File: src/rtl/mem_bus_ctrl_pkg.sv
// Shared definitions for the memory-side bus controller: command encodings,
// controller state encoding and default MMIO addresses.
package mem_bus_ctrl_pkg;

  // Command encodings shared with the CPU-side FSM.
  localparam logic [1:0] MEM_NONE  = 2'b00;
  localparam logic [1:0] MEM_READ  = 2'b01;
  localparam logic [1:0] MEM_WRITE = 2'b10;
  localparam logic [1:0] MEM_RSVD  = 2'b11;

  localparam logic [8:0] LED_ADDR_DEF = 9'h100;
  localparam logic [8:0] SW_ADDR_DEF  = 9'h140;

  typedef enum logic [1:0] {
    IDLE    = 2'b00,
    RD_WAIT = 2'b01,
    RESP    = 2'b10
  } state_e;

endpackage

File: src/rtl/mem_bus_ctrl_decode.sv
// Combinational address decode: classifies a READ/WRITE request as RAM,
// LED register, switch port or unmapped. NONE and the reserved code decode to nothing.
module mem_addr_decode
  import mem_bus_ctrl_pkg::*;
#(
  parameter logic [8:0] LED_ADDR = LED_ADDR_DEF,
  parameter logic [8:0] SW_ADDR  = SW_ADDR_DEF
) (
  input  logic [1:0] mem_cmd,
  input  logic [8:0] mem_addr,
  output logic       is_ram,
  output logic       is_led,
  output logic       is_sw,
  output logic       is_err
);

  logic is_rd;
  logic is_wr;

  assign is_rd  = (mem_cmd == MEM_READ);
  assign is_wr  = (mem_cmd == MEM_WRITE);

  // The LED register is write-only and the switch port read-only; the wrong
  // direction falls through to is_err.
  assign is_ram = (is_rd || is_wr) && !mem_addr[8];
  assign is_led = is_wr && (mem_addr == LED_ADDR);
  assign is_sw  = is_rd && (mem_addr == SW_ADDR);
  assign is_err = (is_rd || is_wr) && !(is_ram || is_led || is_sw);

endmodule

File: src/rtl/mem_bus_ctrl.sv
// Memory-side bus controller: fronts a 256x16 synchronous RAM and two MMIO
// locations. Define MEM_BUS_CTRL_SW_SYNC_EN to put a 2-flop synchronizer on sw.
module mem_bus_ctrl
  import mem_bus_ctrl_pkg::*;
#(
  parameter int unsigned RD_LAT   = 1,
  parameter logic [8:0]  LED_ADDR = LED_ADDR_DEF,
  parameter logic [8:0]  SW_ADDR  = SW_ADDR_DEF
) (
  input  logic        clk,
  input  logic        reset,
  input  logic [1:0]  mem_cmd,
  input  logic [8:0]  mem_addr,
  input  logic [15:0] write_data,
  output logic [15:0] read_data,
  output logic        mem_ready,
  output logic [7:0]  ram_addr,
  output logic [15:0] ram_wdata,
  output logic        ram_we,
  output logic        ram_re,
  input  logic [15:0] ram_rdata,
  input  logic [7:0]  sw,
  output logic [7:0]  led,
  output logic        bus_err
);

  state_e      state, state_nxt;
  logic [2:0]  lat_cnt, lat_cnt_nxt;
  logic [15:0] read_data_nxt;
  logic [7:0]  led_nxt;
  logic        bus_err_nxt;
  logic        ram_re_c, ram_we_c;
  logic        is_ram, is_led, is_sw, is_err;
  logic [7:0]  sw_sel;

  mem_addr_decode #(
    .LED_ADDR (LED_ADDR),
    .SW_ADDR  (SW_ADDR)
  ) u_decode (
    .mem_cmd  (mem_cmd),
    .mem_addr (mem_addr),
    .is_ram   (is_ram),
    .is_led   (is_led),
    .is_sw    (is_sw),
    .is_err   (is_err)
  );

`ifdef MEM_BUS_CTRL_SW_SYNC_EN
  logic [7:0] sw_meta, sw_sync;

  always_ff @(posedge clk or negedge reset) begin
    if (!reset) begin
      sw_meta <= '0;
      sw_sync <= '0;
    end else begin
      sw_meta <= sw;
      sw_sync <= sw_meta;
    end
  end

  assign sw_sel = sw_sync;
`else
  assign sw_sel = sw;
`endif

  assign ram_addr  = mem_addr[7:0];
  assign ram_wdata = write_data;
  assign mem_ready = (state == RESP);
  // Strobes are decoded from IDLE, which reset forces; gating keeps them low
  // while reset is held even if a request is still presented.
  assign ram_re    = ram_re_c & reset;
  assign ram_we    = ram_we_c & reset;

  always_comb begin
    // NOTE: every signal driven here gets a default first, so no path can infer a latch.
    state_nxt     = state;
    lat_cnt_nxt   = lat_cnt;
    read_data_nxt = read_data;
    led_nxt       = led;
    bus_err_nxt   = bus_err;
    ram_re_c      = 1'b0;
    ram_we_c      = 1'b0;

    case (state)
      IDLE: begin
        if (mem_cmd == MEM_RSVD) begin
          bus_err_nxt = 1'b1;
        end else if (is_ram && (mem_cmd == MEM_READ)) begin
          ram_re_c    = 1'b1;
          lat_cnt_nxt = 3'(RD_LAT);
          state_nxt   = RD_WAIT;
        end else if (is_ram) begin
          ram_we_c  = 1'b1;
          state_nxt = RESP;
        end else if (is_sw) begin
          read_data_nxt = {8'h00, sw_sel};
          state_nxt     = RESP;
        end else if (is_led) begin
          led_nxt   = write_data[7:0];
          state_nxt = RESP;
        end else if (is_err) begin
          bus_err_nxt = 1'b1;
          if (mem_cmd == MEM_READ) read_data_nxt = '0;
          state_nxt = RESP;
        end
      end

      RD_WAIT: begin
        lat_cnt_nxt = lat_cnt - 3'd1;
        // Count reaches 1 in the cycle the RAM presents data.
        if (lat_cnt <= 3'd1) begin
          lat_cnt_nxt   = '0;
          read_data_nxt = ram_rdata;
          state_nxt     = RESP;
        end
      end

      RESP:    state_nxt = IDLE;
      default: state_nxt = IDLE;
    endcase
  end

  // NOTE: sequential state uses non-blocking assignments only; reset is asynchronous active-low.
  always_ff @(posedge clk or negedge reset) begin
    if (!reset) begin
      state     <= IDLE;
      lat_cnt   <= '0;
      read_data <= '0;
      led       <= '0;
      bus_err   <= 1'b0;
    end else begin
      state     <= state_nxt;
      lat_cnt   <= lat_cnt_nxt;
      read_data <= read_data_nxt;
      led       <= led_nxt;
      bus_err   <= bus_err_nxt;
    end
  end

endmodule

File: config.mk
export PLATFORM = sky130hd
export DESIGN_NAME = mem_bus_ctrl
export DESIGN_NICKNAME = d
export VERILOG_FILES = /design/src/rtl/mem_bus_ctrl_pkg.sv /design/src/rtl/mem_bus_ctrl_decode.sv /design/src/rtl/mem_bus_ctrl.sv
export SDC_FILE = /design/constraint.sdc
export NUM_CORES = 1
export LEC_CHECK = 0
export ABC_AREA = 1
export CAP_MARGIN = 10
export CORE_UTILIZATION = 39
export CTS_CLUSTER_SIZE = 16
export DETAILED_ROUTE_END_ITERATION = 10
export PLACE_DENSITY_LB_ADDON = 0.3
export RECOVER_POWER = 25
export REMOVE_ABC_BUFFERS = 1
export SYNTH_ARGS = -nofsm -noshare
export SYNTH_HDL_FRONTEND = slang
export SYNTH_SLANG_ARGS = --single-unit
export TNS_END_PERCENT = 5
File: constraint.sdc
create_clock -name clk -period 2.21 [get_ports clk]
set_clock_uncertainty 0.05 [all_clocks]
set_input_delay 0.221 -clock clk [delete_from_list [all_inputs] [get_ports clk]]
set_output_delay 0.221 -clock clk [all_outputs]
set_load 0.05 [all_outputs]
# Word level (Yosys, flattened, before mapping)
# Cells that the tools add are included.
[classes]
addsub = 1
order_cmp = 1
eq_ne = 20
mux = 34
n_bitwise = 6
reduce_logical = 18
[ops]
columns = ["cell", "n"]
rows = [
  ["16-bit 2-to-1 mux", 8],
  ["16-bit one-hot mux with 2 select lines", 1],
  ["9-bit == test, second input constant", 2],
  ["2-bit != test, second input constant", 8],
  ["2-bit 2-to-1 mux", 7],
  ["1-bit 2-to-1 mux", 13],
  ["6-bit AND reduction", 2],
  ["3-bit 2-to-1 mux", 3],
  ["8-bit AND reduction", 1],
  ["2-bit == test, second input constant", 3],
  ["6-bit by 4-bit != test with 1-bit output, second input constant", 1],
  ["3-bit one-hot mux with 2 select lines", 1],
  ["3-bit AND reduction", 2],
  ["1-bit logical AND", 5],
  ["2-bit by 1-bit == test with 1-bit output, second input constant", 2],
  ["1-bit inverter", 4],
  ["2-bit one-hot mux with 2 select lines", 1],
  ["2-bit nonzero test", 2],
  ["3-bit by 1-bit less-or-equal comparator with 1-bit output, second input constant", 1],
  ["1-bit logical OR", 3],
  ["3-bit by 1-bit != test with 1-bit output, second input constant", 1],
  ["3-bit by 2-bit != test with 1-bit output, second input constant", 1],
  ["3-bit != test, second input constant", 1],
  ["3-bit by 1-bit subtractor with 3-bit output, second input constant", 1],
  ["other kinds (4)", 6],
]
[word_totals]
ff_bits = 30
input_bits = 53
output_inout_bits = 52
word_cells = 85

# Depth between registers and ports, before layout
[logic_depth]
depth_word = 14
ltp_mapped = 14
depth_no_buf = 13

# Cells and area by module
# From an unflattened synthesis, not the netlist that was laid out.
[unflattened]
hier_cells = 275
hier_area_um2 = 1955.6
[modules_own_cells]
columns = ["module", "n_inst", "cells_each", "area_per_inst_um2", "seq_area_each_um2"]
rows = [
  ["mem_bus_ctrl", 1, 246, 1821.7, 750.7],
  ["mem_addr_decode", 1, 29, 133.9, 0.0],
]

# Worst setup path after synthesis
# No wires, ideal clock.
[synth_timing]
kind = "in2out"
startpoint = "input mem_cmd[0]"
endpoint = "output ram_we"
t_arrival_ns = 1.830
required_ns = 1.939
path_slack_ns = 0.109
stages = 5
path_buffers = 0
cell_sequence = "inv_1 ha_1 nor2_1 nand3_1 nor3_1"
[synth_between]
elab_chain_cells = 8
elab_cells_between_ends = 11
classes_between = "eq/ne (3); mux (4); bitwise (1); reduce/logical (3)"
[synth_lines]
columns = ["item", "line_no", "rtl"]
rows = [
  ["start: declaration", "mem_bus_ctrl.sv:12", "input logic [1:0] mem_cmd,"],
  ["2-bit by 1-bit == test with 1-bit output / 2-bit == test (equally long branches)", "mem_bus_ctrl_decode.sv:20, mem_bus_ctrl.sv:88, mem_bus_ctrl_decode.sv:21", ""],
  ["1-bit logical OR", "mem_bus_ctrl_decode.sv:25", "assign is_ram = (is_rd || is_wr) && !mem_addr[8];"],
  ["1-bit logical AND", "mem_bus_ctrl_decode.sv:25", ""],
  ["1-bit 2-to-1 mux / 1-bit logical AND (equally long branches)", "mem_bus_ctrl.sv:92, mem_bus_ctrl.sv:88", ""],
  ["1-bit 2-to-1 mux", "mem_bus_ctrl.sv:88", "end else if (is_ram && (mem_cmd == MEM_READ)) begin"],
  ["1-bit 2-to-1 mux *", "mem_bus_ctrl.sv:86", "if (mem_cmd == MEM_RSVD) begin"],
  ["1-bit 2-to-1 mux *", "mem_bus_ctrl.sv:84", "case (state)"],
  ["1-bit bitwise AND *", "mem_bus_ctrl.sv:72", "assign ram_we = ram_we_c & reset;"],
  ["end: declaration", "mem_bus_ctrl.sv:19", "output logic ram_we,"],
]
# Mark *: on every way between the ends. The rest lies on a longest branch, timed or not.

# Worst setup path in the final report
# Same ends and word-level chain as after synthesis.

==> key figures <==
Power and ir drop
  • Static Leak: 1.43 nW
  • Net Sw Frac: 46.5%
  • Comb power frac: 54.0%
  • Net switching power: around 0.0013 W
  • Total Power: around 0.0028 W
  • Worst vdd ir: 0.000439 V
  • Internal Dissipation: 0.00148 W
  • Clk network pwr share: 16.2%
  • Pwr dens: 980 mW/mm2
  • Flop pwr share: 29.8%

Die
  • Core ar.: between 0.004 and 0.005 mm2
  • Die X: 71.6 um
  • Starting Density: 41.9%
  • Chip Height: between 70 and 80 um
  • Die area: 0.00512 mm2
  • Boundary Pins: 105
  • Rows: 24

STA
  • Worst-margin pin slew: between 600 and 700 ps
  • Final Cycle Share: between 90% and 100%
  • Fmax achieved: 481 MHz
  • Fin Setup TNS: 0 ps
  • RSZ-0062 raised after global routing: false
  • Final Hold Vio Count: 0
  • Setup violations, final: 0
  • Fin crit period: 2080 ps
  • Slew margin rel.: 57.3%
  • Fin. max-slew vios: 0

Clocking
  • CTS tree: yes
  • Clk sink count: 30
  • CTS Buf Count: 5
  • Clock slew at the register clock pins of the worst setup and hold paths: about 60 ps
  • Cell chosen for the clock root: clkbuf_8
  • Bufs on Longest Clock Path: 2
  • Hold_buf cts: 0
  • CTS H-tree lvls: 2
  • Latest clock arrival within the worst-skew pair: 270 ps

Finish
  • Nets: 396
  • N_diodes: 0
  • Final Util: 62.7%
  • Post-route cell area: 0.00283 mm2
  • Share of layout cells above drive strength 1: 10.3%
  • P&R area growth vs syn: 49.7%
  • # fillers: 414

Detailed routing
  • DRC: 0
  • Drt via density: 4.70
  • Metal3 WL: roughly 340 um
  • Detailed route wirelength on metal2: about 2.2 mm
  • Routed Antenna Nets: 0
  • Wire length per cell: roughly 12 um
  • Via count: 1839
  • M1 WL: 2.01 mm
  • Detailed Routing Iterations Pass 1: 4
  • Max Used Layer: met4
  • Final wirelength: approximately 4.6 mm
  • Drt initial violations: between 100 and 150

Global route
  • Largest net degree at the start of global routing: 27
  • Vias in the first global route: 1800
  • First-pass GRT wire length: approximately 7.7 mm
  • Tot GR Track Use: roughly a fifth
  • Total congestion overflow: 0
  • Initial antenna violation count: 0

Worst setup path
  • Critical Path AT: about 1800 ps
  • CP endpoint kind: primary output
  • Worst setup SP type: input pin
  • Critical path class: input pin to primary output
  • Max FO, Critical Path: 3
  • Critical Path RT: 1940 ps

Status
  • Status: complete, no violations

Place
  • Hpwl dp: 3.54 mm
  • IO buf count: 88
  • Placed cell area: 0.00272 mm2
  • Gpl congestion: 0.862

Hold path
  • Worst Hold Class: input pin to asynchronous set/reset pin

Logic synthesis
  • Synth top area share: 39.8%
  • Syn. warnings: 0
  • Synth cell count leaders: nand2_1 (67), inv_1 (36), dfrtp_1 (30)
  • Post-synthesis register bit count: 30
  • Register area share after synthesis: 39.8%
  • Gate Count Post-Synth: 259
  • Post-synth ARST share: 100%
  • Post-Syn Area: 0.00189 mm2
  • Top cells by area, synth: dfrtp_1 (40%), nand2_1 (13%), buf_4 (10%), inv_1 (7.2%), nand3_1 (6.4%)
  • Top FF cell, synth: dfrtp_1
  • EDFF count, synth: 0
  • Cell taking the most area after synthesis: dfrtp_1
  • Synthesized area per cell: roughly 7.3 um2
  • Most frequent cell after synthesis: nand2_1
  • Synth cell types: 21

Run
  • Max_cap viols: 0
==> state kept, by name, summed over array words and instances (netlist names) <==
| signal | cells |
|---|---|
| state | 2 |
| led | 8 |
| read_data | 16 |
| bus_err | 1 |
| lat_cnt | 3 |
==> logic make-up after synthesis <==
logic type | share of synthesized area, %
AND/OR/NAND/NOR | 28.4
buffers and inverters | 19.5
AO/OA/AOI/OAI | 9.02
flip-flops | 39.8
adder cells (fa/ha/maj) | 3.32
==> placed cells by master, fill, tap and decap left out, drive strengths merged <==
| cell | n |
|---|---|
| nor2 | 27 |
| clkdlybuf4s50 | 84 |
| a21oi | 6 |
| buf | 16 |
| dfrtp | 30 |
| clkinv | 1 |
| clkbuf | 8 |
| o21ai | 21 |
| nand3 | 26 |
| nor3 | 2 |
| a21o | 1 |
| ha | 5 |
| dlygate4sd3 | 1 |
| o31ai | 2 |
| o32ai | 1 |
| inv | 39 |
| nand2 | 69 |
==> final cells by class <==
| class | instances | area [um2] | area share (%) |
|---|---|---|---|
| sequential | 30 | 751 | 26.6 |
| clock buffer | 7 | 86.3 | 3.06 |
| timing repair buffer | 102 | 1000 | 35.4 |
| clock inverter | 1 | 5.00 | 0.177 |
| tap | 52 | 65.1 | 2.30 |
| multi-input combinational | 160 | 771 | 27.3 |
| inverter | 39 | 146 | 5.18 |
==> worst paths after layout <==
check / startpoint / cells after the start / slack [ps] / to
min: reset / 1 / 240 / lat_cnt[0]
max in group asynchronous: reset / 2 / 940 / led[6]
max: mem_cmd[0] / 8 / 130 / ram_we
min reg2reg: read_data[11] / 2 / 420 / read_data[11]
min in group clk: write_data[10] / 0 / 390 / ram_wdata[10]
max reg2reg: lat_cnt[0] / 8 / 540 / read_data[8]
==> metal layers <==
metal,up-vias,global-route usage (%)
li1,935,-
met1,816,23.3
met2,84,33.2
met3,4,5.49
met4,0,3.92
met5,-,0
==> metrics by stage <==
step,instances,hold WS (ps),setup WS [ps]
floorplan,229,-125,109
global placement,381,393,-47.5
detailed placement,381,393,-75.6
CTS,389,176,89.9
global route,391,247,30.9
finish,391,236,132
==> critical path: stages <==
cell and delay [ps]:
clkdlybuf4s50_1 500, inv_1 60, ha_1 340, nor2_2 150, nand3_1 90, nor3_1 170, buf_4 150, buf_12 120
==> repair_timing <==
action | in CTS | in global routing
buffers inserted | 0 | 2
endpoints found under the setup margin | 0 | 16
resized for setup | 0 | 1
==> power by group through the flow <==
stage	Clock (W)	Combinational (W)	Sequential, W
floorplan	0	0.000430	0.00127
global placement	0	0.00146	0.000831
detailed placement	0	0.00149	0.000831
CTS	0.000453	0.00149	0.000822
global route	0.000486	0.00161	0.000840
finish	0.000448	0.00150	0.000825
(Power assumes the default switching activity.)
